**src/rtl/cipher_nibble_rx.sv**
```systemverilog
// rtl/cipher_nibble_rx.sv - serial ciphertext nibble receiver with XOR decrypt and plaintext FIFO
// Optional macro PARITY_CHK_EN adds an even-parity bit after d3 and the par_err check.
module cipher_nibble_rx #(
    parameter int BAUD_DIV = 16,
    parameter int DEPTH    = 4,
    parameter int CNT_W    = 3
) (
    input  logic             clk,
    input  logic             rst,
    input  logic             rxd,
    input  logic [3:0]       key,
    input  logic             rd_en,
    output logic [3:0]       rd_data,
    output logic             rd_valid,
    output logic             full,
    output logic             empty,
    output logic [CNT_W-1:0] count,
    output logic             busy,
    output logic             frame_err,
    output logic             par_err,
    output logic             ovf
);

    localparam int TMR_W = $clog2(BAUD_DIV);
    localparam int PTR_W = $clog2(DEPTH);
    localparam logic [TMR_W-1:0] HALF_M1 = TMR_W'(BAUD_DIV / 2 - 1);
    localparam logic [TMR_W-1:0] FULL_M1 = TMR_W'(BAUD_DIV - 1);
    localparam logic [CNT_W-1:0] CNT_MAX = CNT_W'(DEPTH);

    typedef enum logic [2:0] {
        S_IDLE,
        S_START,
        S_DATA,
        S_PARITY,
        S_STOP
    } state_t;

    state_t state, state_nxt;

    logic             rx_s1, rx_s2, rx_prev;
    logic             fall;
    logic [TMR_W-1:0] tmr;
    logic             half_hit, full_hit;
    logic [1:0]       bit_cnt;
    logic [3:0]       shift_reg;
    logic             par_mis;

    logic             stop_smp, push, ferr_c, perr_c;
    logic             wr_ok, do_pop;
    logic [PTR_W-1:0] wr_ptr, rd_ptr;
    logic [3:0]       mem [DEPTH];

    // rxd is asynchronous; rx_prev gives the falling-edge detector its history
    always_ff @(posedge clk or posedge rst) begin
        if (rst) begin
            rx_s1   <= 1'b1;
            rx_s2   <= 1'b1;
            rx_prev <= 1'b1;
        end else begin
            rx_s1   <= rxd;
            rx_s2   <= rx_s1;
            rx_prev <= rx_s2;
        end
    end

    assign fall     = rx_prev & ~rx_s2;
    assign half_hit = (tmr == HALF_M1);
    assign full_hit = (tmr == FULL_M1);

    always_ff @(posedge clk or posedge rst) begin
        if (rst) state <= S_IDLE;
        else     state <= state_nxt;
    end

    always_comb begin
        state_nxt = state;
        case (state)
            S_IDLE:   if (fall) state_nxt = S_START;
            S_START:  if (half_hit) state_nxt = rx_s2 ? S_IDLE : S_DATA;
            S_DATA: begin
                if (full_hit && bit_cnt == 2'd3) begin
`ifdef PARITY_CHK_EN
                    state_nxt = S_PARITY;
`else
                    state_nxt = S_STOP;
`endif
                end
            end
            S_PARITY: if (full_hit) state_nxt = S_STOP;
            S_STOP:   if (full_hit) state_nxt = S_IDLE;
            default:  state_nxt = S_IDLE;
        endcase
    end

    always_comb begin
        stop_smp = (state == S_STOP) && full_hit;
        push     = stop_smp && rx_s2 && !par_mis;
        ferr_c   = stop_smp && !rx_s2;
        perr_c   = stop_smp && rx_s2 && par_mis;
    end

    assign busy = (state != S_IDLE);

    // Timer sits at 0 in IDLE so START always begins counting from 0
    always_ff @(posedge clk or posedge rst) begin
        if (rst) begin
            tmr       <= '0;
            bit_cnt   <= 2'd0;
            shift_reg <= 4'h0;
        end else begin
            if (state == S_IDLE || (state == S_START && half_hit) || full_hit)
                tmr <= '0;
            else
                tmr <= tmr + TMR_W'(1);

            if (state == S_IDLE) begin
                bit_cnt <= 2'd0;
            end else if (state == S_DATA && full_hit) begin
                shift_reg <= {rx_s2, shift_reg[3:1]};
                bit_cnt   <= bit_cnt + 2'd1;
            end
        end
    end

`ifdef PARITY_CHK_EN
    always_ff @(posedge clk or posedge rst) begin
        if (rst)
            par_mis <= 1'b0;
        else if (state == S_IDLE)
            par_mis <= 1'b0;
        else if (state == S_PARITY && full_hit)
            par_mis <= (^shift_reg) ^ rx_s2;
    end

    always_ff @(posedge clk or posedge rst) begin
        if (rst) par_err <= 1'b0;
        else     par_err <= perr_c;
    end
`else
    assign par_mis = 1'b0;
    assign par_err = 1'b0;
`endif

    // When full, a same-cycle read frees the head slot, which becomes the new tail
    assign wr_ok  = push && (!full || rd_en);
    assign do_pop = rd_en && !empty;

    always_ff @(posedge clk) begin
        if (wr_ok) mem[wr_ptr] <= shift_reg ^ key;
    end

    always_ff @(posedge clk or posedge rst) begin
        if (rst) begin
            wr_ptr    <= '0;
            rd_ptr    <= '0;
            count     <= '0;
            frame_err <= 1'b0;
            ovf       <= 1'b0;
        end else begin
            if (wr_ok)  wr_ptr <= wr_ptr + PTR_W'(1);
            if (do_pop) rd_ptr <= rd_ptr + PTR_W'(1);
            case ({wr_ok, do_pop})
                2'b10:   count <= count + CNT_W'(1);
                2'b01:   count <= count - CNT_W'(1);
                default: count <= count;
            endcase
            frame_err <= ferr_c;
            ovf       <= push && full && !rd_en;
        end
    end

    assign empty    = (count == '0);
    assign full     = (count == CNT_MAX);
    assign rd_valid = !empty;
    assign rd_data  = empty ? 4'h0 : mem[rd_ptr];

endmodule
```
**config.mk**
```make
export PLATFORM = sky130hd
export DESIGN_NAME = cipher_nibble_rx
export DESIGN_NICKNAME = d
export VERILOG_FILES = /design/src/rtl/cipher_nibble_rx.sv
export SDC_FILE = /design/constraint.sdc
export NUM_CORES = 1
export LEC_CHECK = 0
export BUFFER_PORTS_ARGS = -buffer_cell sky130_fd_sc_hd__buf_2
export CAP_MARGIN = 40
export CELL_PAD_IN_SITES_DETAIL_PLACEMENT = 0
export CELL_PAD_IN_SITES_GLOBAL_PLACEMENT = 1
export CORE_ASPECT_RATIO = 1.75
export CORE_MARGIN = 3
export CORE_UTILIZATION = 25
export CTS_BUF_LIST = sky130_fd_sc_hd__clkbuf_4
export DETAILED_ROUTE_END_ITERATION = 10
export PLACE_DENSITY = 0.45
export REMOVE_ABC_BUFFERS = 1
export SYNTH_ARGS = -nofsm -noshare
export SYNTH_HDL_FRONTEND = slang
export SYNTH_SLANG_ARGS = --single-unit
```
**constraint.sdc**
```tcl
create_clock -name clk -period 2.8 [get_ports clk]
set_input_delay 0.56 -clock clk [delete_from_list [all_inputs] [get_ports clk]]
set_output_delay 0.56 -clock clk [all_outputs]
set_load 0.02 [all_outputs]
```
==> run_results.csv, run 1 <==
group,metric,value,unit
outcome,outcome,"completed",
clock_tree,post_cts_buffers,0,
drt,wl_per_cell,14.7,µm
timing,tns,0,ns
synthesis,syn_inst,142,
floorplan,initial_core_util,0.259,
drt,ant_nets,0,
setup_path,slowest_stage,"or4b_4",
synthesis,post-synth-top-count-cell,"dfrtp_1",
power,p_comb_frac,0.313,
setup_path,start_kind,"flip-flop",
drt,wl,3670,µm
synthesis,synth_top_area_frac,0.292,
synthesis,yosys_warnings,0,
drt,drcViolationCount,0,
power,vdd_drop_max,0.000453,V
global_routing,grt_pass1_vias,1194,
clock_tree,cts_buffer_depth,2,
clock_tree,insertion_delay,0.36,ns
power,p_leak,0.923,nW
synthesis,synthSimpleGateAreaFrac,0.129,
clock_tree,cts_resized,0,
timing,clock_skew,0.00729,ns
synthesis,ys_ff_latch,41,
setup_path,critPathRequiredTime,3.09,ns
placed_design,dp.cells,242,
global_routing,grt_overflow,0,
synthesis,synth_top_family_by_area,"simple AND/OR/NAND/NOR gates",
clock_tree,cts.sinks,41,
timing,final-setup-viol-count,0,
synthesis,synth-edff-count,16,
timing,fmax,0.413,GHz
synthesis,synthArstFlopShare,0.610,
final_layout,drive_above_1_share,0.299,
clock_tree,clk_pin_slew,0.12,ns
final_layout,largest_register_ffs,16,
power,p_seq_frac,0.467,
global_routing,antenna_found_initial,0,
synthesis,synth_xor_area_frac,0.0558,
power,power_frac_clock,0.220,
drt,vias,1096,
power,p_sw_frac,0.354,
setup_path,endpoint_kind,"flip-flop",
final_layout,antennaDiodeCount,0,
floorplan,core,0.00728,mm²
timing,min_period_over_period,0.866,
floorplan,io_pins,22,
clock_tree,cts_root_buf,"clkbuf_4",
timing,drv_slew,0,
power,switchingPower,0.000633,W
synthesis,synth.avg_cell_area,13.3,µm²
final_layout,final_nets,179,
drt,drt-vias-per-instance,4.38,
drt,first_pass_iters,2,
setup_path,worstSetupPathType,"flip-flop to flip-flop",
floorplan,die_y,121,µm
synthesis,netlist_area,0.00188,mm²
timing,finalHoldViolCount,0,
setup_path,rr_startpoint,"count[0]$_DFFE_PP0P_",
final_layout,syn_to_final_growth,15.1,%
synthesis,synth_compound_area_frac,0.0405,
timing,rsz0062_at_grt,"no",
global_routing,grt_max_degree,17,
synthesis,ys_top_cells_by_area,"dfrtp_1, edfxtp_1, mux4_2, ha_1, dfstp_2",
placed_design,dp_slack,0.187,ns
synthesis,yosys.area.top_type,"dfrtp_1",
final_layout,stdcell_count,250,
setup_path,cp-startpoint,"count[0]$_DFFE_PP0P_",
clock_tree,cts_max_level,2,
global_routing,grtUsageTotal,0.0943,
floorplan,dieArea,0.00866,mm²
floorplan,die_x,71.6,µm
timing,finalCriticalPeriod,2.42,ns
setup_path,slowest_delay,0.56,ns
floorplan,rows,41,
power,powerDensity,824,mW/mm²
placed_design,io_buffers,20,
synthesis,ys_dominant_reg_cell,"dfrtp_1",
clock_tree,holdBufCountCts,0,
clock_tree,cts_buffers,5,
timing,setup_ws,0.376,ns
placed_design,hpwl,2850,µm
flow_run,maxCapViolations,0,
power,p_int,0.00116,W
synthesis,synthMuxAreaShare,0.0850,
synthesis,yosys.cell_types.count,39,
global_routing,grt_pass1_wl,6110,µm
worst_hold_path,hold_path.class,"primary input to async pin",
final_layout,fin_util,0.298,
synthesis,ys_seq_area_frac,0.589,
synthesis,synth_adder_area_share,0.0571,
setup_path,crit_chain,"or4b_4 -> and4_4 -> inv_1 -> ha_1 -> inv_1 -> fa_1 -> xor2_1 -> nor2_1 -> xor2_1",
synthesis,synth_commonest_cells,"dfrtp_1, edfxtp_1, inv_1, xor2_1",
timing,hold_slack,0.183,ns
setup_path,cp_top_family,"simple AND/OR/NAND/NOR gates",
setup_path,worst-path-max-fanout,7,
placed_design,place_congestion,0.693,
clock_tree,cts_tree,"built",
setup_path,cp_num_buf_inv,2,
drt,drtIter0Drc,29,
setup_path,cp.arrival,2.71,ns
placed cells by master, fill, tap and decap left out, types with 5 or more instances in the layout:
cell	synthesis	routed
dfrtp_1	22	22
buf_2	0	20
edfxtp_1	16	16
inv_1	10	10
xor2_1	8	8
nor2_1	7	7
ha_1	7	7
and2_1	6	6
nand3_1	5	5
clkbuf_4	0	5
cells by family after synthesis:
kind of cell | after synthesis
AO/OA/AOI/OAI | 12
XOR/XNOR | 12
adder cells (fa/ha/maj) | 8
buffers and inverters | 18
flip-flops | 41
multiplexers | 10
other | 1
AND/OR/NAND/NOR | 40
power by group through the flow:
stage	registers, W	clock network, W	logic, W
finish	0.000836	0.000393	0.000560
global route	0.000863	0.000443	0.000618
CTS	0.000843	0.000418	0.000576
detailed placement	0.000856	0	0.000573
global placement	0.000855	0	0.000554
floorplan	0.000840	0	0.000393
worst paths after layout:
kind	end	slack, ns	cells after the start
worst max-delay path	count[2]$_DFFE_PP0P_	0.38	9
worst min-delay path	ovf$_DFF_PP0_	0.18	2
worst max register to register	count[2]$_DFFE_PP0P_	0.38	9
worst min register to register	rx_s2$_DFF_PP1_	0.37	0
max in group asynchronous	rx_prev$_DFF_PP1_	1.97	4
min in group clk	rx_s1$_DFF_PP1_	0.29	1
area by class of cell:
class	count	area, µm²
clock buffers	5	37.5
clock inverters	3	46.3
fillers	773	5110
inverters	10	37.5
multi-input cells	83	696
flip-flops and latches	41	1110
well taps	86	108
repair buffers	22	135
per-layer routing:
metal  share of wire  GRT usage  wire length, µm
met4           0.025     0.0494               91
met3           0.037     0.0266              136
met1            0.36     0.0894             1340
met2            0.57      0.177             2100
met5               0          0                0
through the flow:
step / cell area, µm² / total power [W]
5_1_grt: 2170 / 0.00192
3_5_place_dp: 2090 / 0.00143
2_1_floorplan: 1840 / 0.00123
6_report: 2170 / 0.00179
4_1_cts: 2170 / 0.00184
3_3_place_gp: 2060 / 0.00141
worst reg2reg max path: cells and delay by family, from the launching register on:
family	cells	cell delay, ns
DFF	1	0.45
adders and majority gates	2	0.57
xor gates and xnor gates	2	0.31
buffers and inverters	2	0.13
and+or+nand+nor	3	0.91
Power figures use the tool's default switching activity.
==> run 2, diff against run 1 <==
==> constraint.sdc (replaced) <==
create_clock -name clk -period 2.55 [get_ports clk]
set_input_delay 0.51 -clock clk [delete_from_list [all_inputs] [get_ports clk]]
set_output_delay 0.51 -clock clk [all_outputs]
set_load 0.02 [all_outputs]
==> run 2 against run 1 <==
Net effect:
- clock power fell by 18%
- sequential power rose by 8.5%
- global-route usage fell by 0.23 points
- clock skew rose by 0.0024 ns
- non-clock buffer count rose by 2
- first-iteration DRC count rose by 59%
- largest power group unchanged
- highest routed layer unchanged
==> run_results.csv, run 2 (synthesized netlist as in run 1, its figures left out) <==
group,metric,value,unit
global_routing,grt_overflow,0,
timing,final-setup-viol-count,0,
timing,drv_slew,0,
final_layout,fin_util,0.293,
power,p_int,0.00117,W
clock_tree,cts.sinks,41,
final_layout,antennaDiodeCount,0,
power,power_frac_clock,0.173,
placed_design,io_buffers,20,
clock_tree,cts_max_level,2,
global_routing,grt_pass1_wl,5980,µm
flow_run,maxCapViolations,0,
final_layout,fillers,789,
power,switchingPower,0.000687,W
global_routing,grt_util_met2,0.177,
floorplan,dieArea,0.00866,mm²
placed_design,place_congestion,0.691,
power,vdd_drop_max,0.000340,V
placed_design,dp.cells,244,
setup_path,worst-path-max-fanout,5,
setup_path,crit_chain,"or4b_4 -> and4_4 -> inv_1 -> ha_1 -> inv_1 -> fa_1 -> xor2_1 -> nor2_1 -> xor2_1",
floorplan,die_y,121,µm
power,p_seq_frac,0.489,
clock_tree,cts_root_buf,"clkbuf_4",
global_routing,top_usage_layer,"met2",
clock_tree,holdBufCountCts,0,
drt,ant_nets,0,
final_layout,layout_commonest_cell,"dfrtp_1",
clock_tree,post_cts_buffers,0,
power,p_sw_frac,0.370,
floorplan,initial_core_util,0.259,
global_routing,grt_use_met1,0.0870,
final_layout,drive_above_1_share,0.307,
setup_path,critPathRequiredTime,2.84,ns
floorplan,core,0.00728,mm²
drt,vias,1119,
setup_path,r2r_slack,0.21,ns
setup_path,cp.arrival,2.63,ns
global_routing,grtUsageTotal,0.0920,
drt,first_pass_iters,4,
power,p_comb_frac,0.338,
global_routing,grt_pass1_vias,1192,
clock_tree,cts_tree,"built",
outcome,outcome,"completed",
timing,tns,0,ns
timing,fmax,0.427,GHz
worst_hold_path,hold_path.class,"primary input to async pin",
final_layout,syn_to_final_growth,13.3,%
final_layout,final_cell_mix,"dfrtp_1, buf_2, edfxtp_1, inv_1, xor2_1",
floorplan,rows,41,
drt,wl_per_cell,14.2,µm
timing,hold_slack,0.195,ns
setup_path,worstSetupPathType,"flip-flop to flip-flop",
drt,drt-vias-per-instance,4.44,
floorplan,io_pins,22,
timing,finalHoldViolCount,0,
drt,wl,3580,µm
global_routing,grt_max_degree,26,
global_routing,met3_usage,0.0233,
drt,drtIter0Drc,46,
clock_tree,cts_buffer_depth,2,
setup_path,slowest_stage,"or4b_4",
setup_path,endpoint_kind,"flip-flop",
placed_design,hpwl,2800,µm
clock_tree,cts_buffers,5,
global_routing,antenna_found_initial,0,
clock_tree,insertion_delay,0.35,ns
drt,drcViolationCount,0,
setup_path,slowest_delay,0.56,ns
timing,finalCriticalPeriod,2.34,ns
floorplan,die_x,71.6,µm
final_layout,final_nets,181,
power,powerDensity,869,mW/mm²
clock_tree,cts_resized,0,
final_layout,stdcell_count,252,
timing,min_period_over_period,0.919,
setup_path,rr_worst_depth,9,
clock_tree,clk_pin_slew,0.13,ns
timing,clock_skew,0.00965,ns
final_layout,largest_register_ffs,16,
power,p_leak,0.915,nW
timing,rsz0062_at_grt,"no",
setup_path,start_kind,"flip-flop",
run 2: cell types whose count changed in the layout (fill, tap and decap cells not counted):
cell / delta
buf_16: -1
buf_4: +3
clkinv_4: -1
bufinv_16: -1
clkinv_2: +2
run 2: worst max-delay path: cells and delay by family (launching register included):
kind / cells / cell delay (ns)
and+or+nand+nor: 3 / 0.87
xor gates and xnor gates: 2 / 0.31
buffers and inverters: 2 / 0.11
DFF: 1 / 0.44
adders and majority gates: 2 / 0.55
run 2: path summary, 6_finish.rpt:
| path | startpoint | endpoint |
|---|---|---|
| worst max-delay path | count[0]$_DFFE_PP0P_ | count[2]$_DFFE_PP0P_ |
| worst min-delay path | rst | ovf$_DFF_PP0_ |
| worst max register to register | count[0]$_DFFE_PP0P_ | count[2]$_DFFE_PP0P_ |
| worst min register to register | rx_s1$_DFF_PP1_ | rx_s2$_DFF_PP1_ |
| max in group asynchronous | rst | rx_s2$_DFF_PP1_ |
| min in group clk | rxd | rx_s1$_DFF_PP1_ |
run 2: per-stage QoR:
stage	total power [W]	setup slack [ns]	area (µm²)
6_report	0.00186	0.206	2140
3_5_place_dp	0.00157	0.0754	2080
5_1_grt	0.00200	0.0465	2140
2_1_floorplan	0.00135	0.214	1840
4_1_cts	0.00190	0.158	2140
3_3_place_gp	0.00156	0.114	2080
run 2: layout make-up:
cell class | instances | area [µm²] | area share
Sequential cell | 41 | 1110 | 0.520
Clock inverter | 3 | 17.5 | 0.00820
Timing Repair Buffer | 24 | 130 | 0.0609
Tap cell | 86 | 108 | 0.0504
Inverter | 10 | 37.5 | 0.0176
Multi-Input combinational cell | 83 | 696 | 0.326
Clock buffer | 5 | 37.5 | 0.0176
run 2: power by group through the flow:
| stage | combinational [W] | sequential, W | clock, W |
|---|---|---|---|
| 2_1_floorplan | 0.000432 | 0.000922 | 0 |
| 3_3_place_gp | 0.000635 | 0.000923 | 0 |
| 3_5_place_dp | 0.000642 | 0.000929 | 0 |
| 4_1_cts | 0.000645 | 0.000915 | 0.000345 |
| 5_1_grt | 0.000702 | 0.000931 | 0.000363 |
| 6_report | 0.000628 | 0.000907 | 0.000321 |
run 2: routing by layer:
| metal | share of wire | vias up | routed length [µm] |
|---|---|---|---|
| met2 | 0.59 | 24 | 2110 |
| met1 | 0.35 | 554 | 1270 |
| met5 | 0 | - | 0 |
| met3 | 0.036 | 6 | 127 |
| li1 | - | 535 | - |
| met4 | 0.020 | 0 | 70 |
